--- config.mk ---
export PLATFORM = sky130hd
export DESIGN_NAME = rr_arb_mux
export DESIGN_NICKNAME = d
export VERILOG_FILES = /design/src/rtl/rr_arb_mux.sv
export SDC_FILE = /design/constraint.sdc
export NUM_CORES = 1
export LEC_CHECK = 0
export BUFFER_PORTS_ARGS = -buffer_cell sky130_fd_sc_hd__buf_2
export CAP_MARGIN = 30
export CORE_UTILIZATION = 45
export CTS_BUF_LIST = sky130_fd_sc_hd__clkbuf_16
export DETAILED_ROUTE_END_ITERATION = 16
export PLACE_DENSITY = 0.74
export SYNTH_ARGS = -nofsm -noshare
export SYNTH_HDL_FRONTEND = slang
export SYNTH_SLANG_ARGS = --single-unit
--- constraint.sdc ---
create_clock -name clk -period 16.9 [get_ports clk]
set_input_delay 5.07 -clock clk [delete_from_list [all_inputs] [get_ports clk]]
set_output_delay 5.07 -clock clk [all_outputs]
set_load 0.005 [all_outputs]
--- src/rtl/rr_arb_mux.sv ---
// N-channel valid/ready arbiter feeding a single registered output stage.
// Round-robin or fixed-priority grant; accepts a new beat in the same cycle the held one drains.
module rr_arb_mux #(
   parameter int N       = 8,
   parameter int W       = 8,
   parameter bit RR_MODE = 1'b1,
   parameter int SEL_W   = (N > 1) ? $clog2(N) : 1
) (
   input  logic             clk,
   input  logic             rst_n,
   input  logic [N-1:0]     in_valid,
   input  logic [N*W-1:0]   in_data,
   output logic [N-1:0]     in_ready,
   output logic             out_valid,
   output logic [W-1:0]     out_data,
   output logic [SEL_W-1:0] out_sel,
   input  logic             out_ready
);

   logic [SEL_W-1:0] ptr;
   logic [SEL_W-1:0] gnt_idx;
   logic             gnt_any;
   logic [W-1:0]     gnt_data;
   logic             load;
   logic             xfer;
   logic [SEL_W:0]   scan;
   logic [SEL_W-1:0] scan_idx;

   assign load = ~out_valid | out_ready;
   assign xfer = rst_n & load & gnt_any;

   // Scan one extra bit wide so ptr+k never overflows before the modulo fold.
   always_comb begin
      gnt_any  = 1'b0;
      gnt_idx  = '0;
      scan     = '0;
      scan_idx = '0;
      for (int unsigned k = 0; k < N; k++) begin
         if (RR_MODE)
            scan = {1'b0, ptr} + (SEL_W+1)'(k);
         else
            scan = (SEL_W+1)'(k);
         if (scan >= (SEL_W+1)'(N))
            scan = scan - (SEL_W+1)'(N);
         scan_idx = scan[SEL_W-1:0];
         if (!gnt_any && in_valid[scan_idx]) begin
            gnt_any = 1'b1;
            gnt_idx = scan_idx;
         end
      end
   end

   always_comb begin
      gnt_data = '0;
      for (int unsigned k = 0; k < N; k++) begin
         if (gnt_idx == SEL_W'(k))
            gnt_data = in_data[k*W +: W];
      end
   end

   always_comb begin
      in_ready = '0;
      for (int unsigned k = 0; k < N; k++) begin
         if (xfer && gnt_idx == SEL_W'(k))
            in_ready[k] = 1'b1;
      end
   end

   always_ff @(posedge clk or negedge rst_n) begin
      if (!rst_n) begin
         out_valid <= 1'b0;
         out_data  <= '0;
         out_sel   <= '0;
         ptr       <= '0;
      end else if (xfer) begin
         out_valid <= 1'b1;
         out_data  <= gnt_data;
         out_sel   <= gnt_idx;
         if (RR_MODE) begin
            if (gnt_idx == SEL_W'(N-1))
               ptr <= '0;
            else
               ptr <= gnt_idx + 1'b1;
         end
      end else if (out_ready) begin
         out_valid <= 1'b0;
      end
   end

endmodule

== After elaboration in Yosys (flattened, before gate mapping) ==
Cells that the tools add are included.

* Bits in registers: 15
* Input port bits: 75
* Word-level logic and storage cells: 130
* Output and inout bits: 20

* Equality and inequality tests: 7
* Magnitude comparators: 16
* Bitwise operators: 4
* Muxes and demuxes: 59
* $add $sub $neg: 16
* Reductions and logical operators: 24

{| class="wikitable"
|+ Operators by type and width
! kind !! count
|-
| $mux W8 || 8
|-
| $mux W3 || 17
|-
| $lt A3 B4 Y1 const B || 8
|-
| $ge A4 B4 Y1 const B || 7
|-
| $mux W1 || 26
|-
| $bmux W1 S3 || 8
|-
| $sub A3 B1 Y3 const B || 8
|-
| $add A3 B3 Y4 const B || 4
|-
| $logic_and A1 B1 Y1 || 15
|-
| $eq A3 B3 Y1 const B || 4
|-
| $add A3 B2 Y4 const B || 2
|-
| $logic_not A1 Y1 || 7
|-
| $eq A3 B2 Y1 const B || 2
|-
| $add A3 B1 Y4 const B || 1
|-
| $ge A3 B4 Y1 const B || 1
|-
| $add A3 B1 Y3 const B || 1
|-
| $eq A3 B1 Y1 const B || 1
|-
| $logic_not A3 Y1 || 1
|-
| $and A1 B1 Y1 || 2
|-
| $reduce_bool A2 Y1 || 1
|-
| $not A1 Y1 || 1
|-
| $or A1 B1 Y1 || 1
|}

== Logic depth before layout (Yosys ltp) ==
Gate-level depths: netlist of run 1.

* Depth after elaboration: 35
* Gate-level depth with buffers: 20
* Gate-level depth less buffers: 17

== Least setup slack after synthesis of run 1 ==
No wires, ideal clock.

* Kind: input port to output port
* Start point: in in_valid[2]
* End point: out in_ready[3]
* Arrival: 7.741 ns
* Required time: 11.830 ns
* Cell stages on the path: 13
* Slack: 4.089 ns
* Buffers on the path: 1
* Cells stage by stage: mux4_2 -> mux2i_1 -> and3_1 -> o22ai_1 -> a311oi_1 -> nand2_1 -> a21o_1 -> inv_1 -> ha_1 -> ha_1 -> clkbuf_1 -> inv_1 -> nor2_1

* Longest elaborated chain between the ends: 27
* Elaborated cells on any way between the ends: 50
* Those cells by class: eq/ne: 1; mux: 33; bitwise: 1; reduce/logical: 15

{| class="wikitable"
|+ Ends and longest elaborated chain
! what !! line !! RTL
|-
| from (decl) || 11 || <nowiki>input logic [N-1:0] in_valid,</nowiki>
|-
| $bmux W1 S3 || 46 || <nowiki>if (!gnt_any && in_valid[scan_idx]) begin</nowiki>
|-
| $mux W1 (not written as such) || 46 ||
|-
| $mux W1 || 46 ||
|-
| $logic_not A1 Y1 || 46 ||
|-
| $logic_and A1 B1 Y1 || 46 ||
|-
| $mux W1 || 46 ||
|-
| $logic_not A1 Y1 || 46 ||
|-
| $logic_and A1 B1 Y1 || 46 ||
|-
| [... 12 more ...] || -- ||
|-
| $mux W1 || 46 ||
|-
| $logic_not A1 Y1 || 46 ||
|-
| $logic_and A1 B1 Y1 || 46 ||
|-
| $mux W3 (*) || 46 ||
|-
| named net gnt_idx[1] || 21 || <nowiki>logic [SEL_W-1:0] gnt_idx;</nowiki>
|-
| $eq A3 B2 Y1 (*) || 64 || <nowiki>if (xfer && gnt_idx == SEL_W'(k))</nowiki>
|-
| $logic_and A1 B1 Y1 (*) || 64 ||
|-
| $mux W1 (*) || 64 ||
|-
| to (decl) || 13 || <nowiki>output logic [N-1:0] in_ready,</nowiki>
|}

Mark *: on every way through the listed nets, which the timed path passes. The rest lies on a longest branch. The select of a mux whose other input is x is not followed.

== Worst setup path after layout of run 1 ==
* Start point: in in_valid[6]
* End point: out in_ready[3]

The elaborated chain is that of the path after synthesis.

==> impl_metrics.csv, run 1 <==
group,metric,value,unit
worst_setup_path,cp-start-kind,"input pin",
clocking,cts_buffers,3,
grt,antenna_found_initial,0,
synthesis,ys_types,51,
worst_hold_path,hold_path.class,"flop to flop",
synthesis,seq_area_frac_synth,0.1699,
worst_setup_path,crit_fanout,11,
worst_setup_path,crit_arrival,8.35,ns
floorplanning,rows,25,
synthesis,synth_cells,287,
floorplanning,pin_count,95,
worst_setup_path,cp_slowest_cell,"mux4_2",
sta,setup_viol,0,
sta,tightest_slew,0.8912,ns
worst_setup_path,cpLargestDelayFamily,"multiplexers",
drt,wl_per_cell,15.64,um
sta,rsz0062_at_grt,"no",
grt,grt_max_degree,34,
synthesis,post-synth-top-area-cell,"dfrtp_1",
grt,track_usage,0.2646,
synthesis,synth_top_area_frac,0.1699,
clocking,clkSlewWorstSetupHoldPaths,0.05,ns
synthesis,synth_fp_nets,369,
grt,grt_pass1_wl,10970,um
synthesis,yosysMostFrequentCell,"nand2_1",
finish,antenna_cells,0,
clocking,hold_buffers,0,
sta,maxSlewViolCount,0,
clocking,clk-insertion-delay-late,0.25,ns
worst_setup_path,rrSetupSlack,11.45,ns
sta,max_freq,74.54,MHz
drt,first_pass_iters,5,
finish,drive_gt1_frac,0.3415,
clocking,post_cts_resized,0,
floorplanning,core,0.004723,mm^2
worst_setup_path,cp_cell_sequence,"buf_2, mux4_2, mux2i_1, and3_1, o22ai_1, a311oi_1, nand2_1, a21o_1, inv_1, ha_1, ha_1, inv_1, nor2_1, buf_2",
synthesis,postSynth.asyncResetShare,1.000,
worst_setup_path,worstPathRequired,11.83,ns
sta,relSlewSlack,0.4013,
worst_setup_path,path_buf_inv,4,
floorplanning,die_area,0.005195,mm^2
sta,period_minus_slack,13.42,ns
clocking,ctsLongestPathBuffers,2,
clocking,cts_setup_buffers,0,
finish,num-nets-final,452,
placed_design,gp_congestion,0.9953,
finish,syn_to_final_growth,25.71,%
synthesis,syn_area,0.002210,mm^2
clocking,cts_root_buffer,"clkbuf_16",
floorplanning,fp.dieH,72.08,um
drt,drt_iter0_markers,190,
synthesis,ys_top_cells_by_count,"nand2_1, o21ai_0, nor2_1",
clocking,clock-sinks,15,
sta,hold_viol,0,
placed_design,port_buffers,94,
finish,fillers,438,
drt,route.detailed.drc,0,
worst_setup_path,crit_type,"input pin to output port",
synthesis,synthFlopType,"dfrtp_1",
synthesis,synth_area_leaders,"dfrtp_1, mux4_2, o21ai_0",
drt,drt_wl_total,6817,um
synthesis,yosys_register_bits,15,
synthesis,syn_area_per_cell,7.699,um^2
clocking,tritoncts,"built",
floorplanning,initial_utilization,0.4678,
sta,fin_crit_sh,0.7938,
flow_run,drv_cap,0,
grt,first_global_vias,2443,
status,outcome,"completed",
drt,vias,2559,
synthesis,ys.warnings.count,0,
drt,ant_nets,0,
clocking,htreeDepth,1,
placed_design,dp_hpwl,5224,um
sta,fin_tns_setup,0,ns
worst_setup_path,cpPeakStageDelay,0.54,ns
worst_setup_path,end_kind,"output port",
floorplanning,die_w,72.08,um
sta,skew,0.001245,ns
grt,overflow,0,
synthesis,synth_edf_count,0,
drt,via_per_inst,5.869,
==> area by class of cell <==
| cell class | instances | area (um^2) | share of cell area |
|---|---|---|---|
| clock buffers | 3 | 75.07 | 0.02703 |
| well taps | 67 | 83.83 | 0.03018 |
| clock inverters | 1 | 3.754 | 0.001351 |
| flip-flops and latches | 15 | 375.4 | 0.1351 |
| multi-input cells | 244 | 1717 | 0.6180 |
| repair buffers | 96 | 485.5 | 0.1748 |
| inverters | 10 | 37.54 | 0.01351 |
==> state kept, by name, indices dropped and copies added, names as in the netlist <==
signal / flops
out_data: 8
ptr: 3
out_valid: 1
out_sel: 3
==> through the flow <==
| stage | cell area [um^2] | setup WS, ns | hold slack [ns] | utilization | instances |
|---|---|---|---|---|---|
| floorplan | 2210 | 4.089 | 0.4733 | - | 287 |
| CTS | 2778 | 3.501 | 0.4846 | 0.5881 | 436 |
| finish | 2778 | 3.484 | 0.4846 | 0.5881 | 436 |
| detailed placement | 2699 | 3.515 | 0.4731 | 0.5714 | 432 |
| global placement | 2699 | 3.565 | 0.4600 | 0.5714 | 432 |
| global route | 2778 | 3.142 | 0.4952 | 0.5881 | 436 |
==> worst paths after layout <==
| path | startpoint | to | cells after the start |
|---|---|---|---|
| max reg2reg | ptr[1] | out_data[4] | 15 |
| max in group asynchronous | rst_n | out_sel[0] | 1 |
| min | out_sel[2] | out_sel[2] | 1 |
| min reg2reg | out_sel[2] | out_sel[2] | 1 |
| max | in_valid[6] | in_ready[3] | 14 |
| min in group asynchronous | rst_n | out_valid | 1 |
==> worst reg2reg max path: stages (launching register included) <==
cell and delay (ns):
dfrtp_1 0.65, inv_1 0.23, ha_1 0.62, mux4_2 0.64, mux2i_1 0.29, and3_1 0.20
o22ai_1 0.09, a311oi_1 0.52, nand2_1 0.11, a21o_1 0.21, inv_1 0.08, ha_1 0.48
nand3_1 0.17, nor4_2 0.68, a221oi_1 0.23, o311ai_1 0.15
==> cell usage in the layout, fill, tap and decap left out, types with 5 or more instances in the layout <==
| cell type | count |
|---|---|
| o22ai_1 | 5 |
| o311ai_1 | 8 |
| nor2b_1 | 11 |
| a21oi_1 | 7 |
| nand4_1 | 8 |
| inv_1 | 11 |
| nand2b_1 | 5 |
| o21ai_0 | 31 |
| dfrtp_1 | 15 |
| nand2_1 | 40 |
| mux2_2 | 9 |
| buf_2 | 94 |
| ha_1 | 7 |
| mux2i_1 | 7 |
| nor2_1 | 25 |
| a221oi_1 | 16 |
| and2_1 | 8 |
| mux4_2 | 8 |
==> cells by family (layout without fill, tap and decap cells) <==
family,count (synthesis),count (layout),synth area share
AO/OA/AOI/OAI,93,93,0.3001
XOR/XNOR,4,4,0.01586
adder cells (fa/ha/maj),7,7,0.03964
buffers and inverters,28,110,0.05323
flip-flops,15,15,0.1699
multiplexers,24,24,0.1591
AND/OR/NAND/NOR,116,116,0.2622
==> layer usage <==
| metal | GRT usage | up-vias | part of all wire |
|---|---|---|---|
| met2 | 0.4642 | 115 | 0.50 |
| met5 | 0 | - | 0 |
| met3 | 0.03333 | 6 | 0.057 |
| li1 | - | 1254 | - |
| met4 | 0.08932 | 0 | 0.011 |
| met1 | 0.3348 | 1184 | 0.43 |
Power of run 1 is not shown: default switching activity piles up to over one toggle a cycle in this logic, so the estimate is an artifact.
==> run 2, diff against run 1 <==
==> constraint.sdc (replaced) <==
create_clock -name clk -period 12.89 [get_ports clk]
set_input_delay 3.867 -clock clk [delete_from_list [all_inputs] [get_ports clk]]
set_output_delay 3.867 -clock clk [all_outputs]
set_load 0.005 [all_outputs]
==> impl_metrics.csv, run 2 (synthesis results as in run 1) <==
group,metric,value,unit
finish,largest_register_ffs,8,
finish,seq_area,375.4,um^2
clocking,cts_root_buffer,"clkbuf_16",
worst_hold_path,hold_path_depth,2,
drt,wl_per_cell,15.69,um
clocking,clkSlewWorstSetupHoldPaths,0.05,ns
finish,final_common_cell,"buf_2",
grt,track_usage,0.2580,
finish,antenna_cells,0,
worst_setup_path,end_kind,"output port",
floorplanning,rows,25,
sta,skew,0.002054,ns
floorplanning,core,0.004723,mm^2
pwr,peakVddDrop,0.1663,mV
sta,hold_viol,0,
grt,first_global_vias,2371,
finish,multi_input_area,0.001717,mm^2
drt,drt_wl_total,6840,um
clocking,ctsLongestPathBuffers,2,
worst_hold_path,hp-start,"out_sel[1]",
floorplanning,die_w,72.08,um
drt,route.detailed.drc,0,
drt,first_pass_iters,5,
clocking,cts_setup_buffers,0,
grt,overflow,0,
sta,period_minus_slack,10.98,ns
drt,vias,2624,
pwr,internal_power,0.4416,mW
sta,fin_tns_setup,0,ns
worst_setup_path,crit_type,"input pin to output port",
worst_setup_path,crit_fanout,11,
grt,grt_pass1_wl,10650,um
worst_setup_path,reg2reg_to,"out_data[4]",
sta,rsz0062_at_grt,"no",
drt,ant_nets,0,
clocking,hold_buffers,0,
sta,fin_crit_sh,0.8519,
pwr,p_sw,0.5590,mW
finish,max_flop_register,"out_data",
worst_hold_path,hold_end,"out_sel[1]",
pwr,sw_frac_of_total,0.5586,
worst_setup_path,crit_arrival,7.11,ns
worst_setup_path,cp-start-kind,"input pin",
finish,drive_gt1_frac,0.3415,
finish,most-common-layout-cells,"buf_2, nand2_1, o21ai_0",
clocking,clk-insertion-delay-late,0.25,ns
sta,maxSlewViolCount,0,
worst_setup_path,setup.worst_path.start,"in_valid[2]",
pwr,p_comb_frac,0.835,
placed_design,place_inst,432,
clocking,htreeDepth,1,
pwr,p_seq_frac,0.104,
worst_setup_path,worstPathRequired,9.02,ns
floorplanning,pin_count,95,
pwr,power_density,360.2,mW/mm^2
finish,biggestRegsByFlops,"out_data x8, out_sel x3, ptr x3",
sta,setup_viol,0,
pwr,leakage,1.244,nW
placed_design,gp_congestion,0.9919,
placed_design,dp_hpwl,5269,um
flow_run,drv_cap,0,
clocking,post_cts_resized,0,
grt,antenna_found_initial,0,
placed_design,port_buffers,94,
worst_setup_path,reg2reg_depth,15,
clocking,clock-sinks,15,
pwr,clockPowerShare,0.062,
floorplanning,fp.dieH,72.08,um
floorplanning,initial_utilization,0.4678,
worst_hold_path,hold_path.class,"flop to flop",
drt,via_per_inst,6.018,
sta,relSlewSlack,0.4098,
clocking,cts_buffers,3,
grt,grt_max_degree,34,
drt,drt_iter0_markers,176,
finish,fillers,444,
finish,fin_cells,436,
pwr,power,1.001,mW
sta,max_freq,91.06,MHz
status,outcome,"completed",
floorplanning,die_area,0.005195,mm^2
worst_setup_path,r2r_start,"ptr[0]",
worst_setup_path,rrSetupSlack,7.52,ns
sta,finalHoldWorstSlack,0.4743,ns
clocking,tritoncts,"built",
sta,tightest_slew,0.8780,ns
finish,num-nets-final,452,
finish,syn_to_final_growth,25.71,%
-- run 2: cell counts in the layout (fill, tap and decap cells not counted) --
Identical to the previous run, type by type.
-- run 2: final cells by class --
| cell class | instances | area share |
|---|---|---|
| Multi-Input combinational cell | 244 | 0.6180 |
| Sequential cell | 15 | 0.1351 |
| Clock inverter | 1 | 0.001351 |
| Inverter | 10 | 0.01351 |
| Clock buffer | 3 | 0.02703 |
| Tap cell | 67 | 0.03018 |
| Timing Repair Buffer | 96 | 0.1748 |
-- run 2: stage by stage --
stage	utilization	area, um^2	worst slack [ns]
after detailed placement	0.5714	2699	1.940
after floorplan	-	2210	2.485
final	0.5881	2778	1.908
after global placement	0.5714	2699	1.961
after global routing	0.5881	2778	1.617
after CTS	0.5881	2778	1.925
-- run 2: worst max-delay path by stage --
stage,to,slack (ns),cells past startpoint
finish,in_ready[3],1.91,14
global route,in_ready[3],1.62,14
CTS,in_ready[3],1.92,14
detailed placement,in_ready[3],1.94,14
global placement,in_ready[3],1.96,14
floorplan,in_ready[3],2.48,13
-- run 2: per-layer routing --
layer  up-vias  GRT usage  wire length [um]
met5         -          0                 0
met4         0     0.1024               157
met3        19    0.02222               437
met2       142     0.4631              3394
met1      1206     0.3183              2850
li1       1257          -                 -
-- run 2: worst max-delay path: stages --
cell and delay, ns:
buf_2 0.13, mux4_2 0.55, mux2i_1 0.26, and3_1 0.19, o22ai_1 0.09, a311oi_1 0.52, nand2_1 0.10, a21o_1 0.21
inv_1 0.08, ha_1 0.17, ha_1 0.40, inv_1 0.26, nor2_1 0.15, buf_2 0.12
-- run 2: power by group through the flow --
stage	combinational (mW)	clock [mW]	sequential (mW)
detailed placement	0.826	0	0.105
global route	0.925	0.0639	0.109
global placement	0.827	0	0.104
finish	0.835	0.0616	0.104
floorplan	0.665	0	0.0825
CTS	0.832	0.0627	0.104
Note: power is estimated with default switching activity, not from simulation.
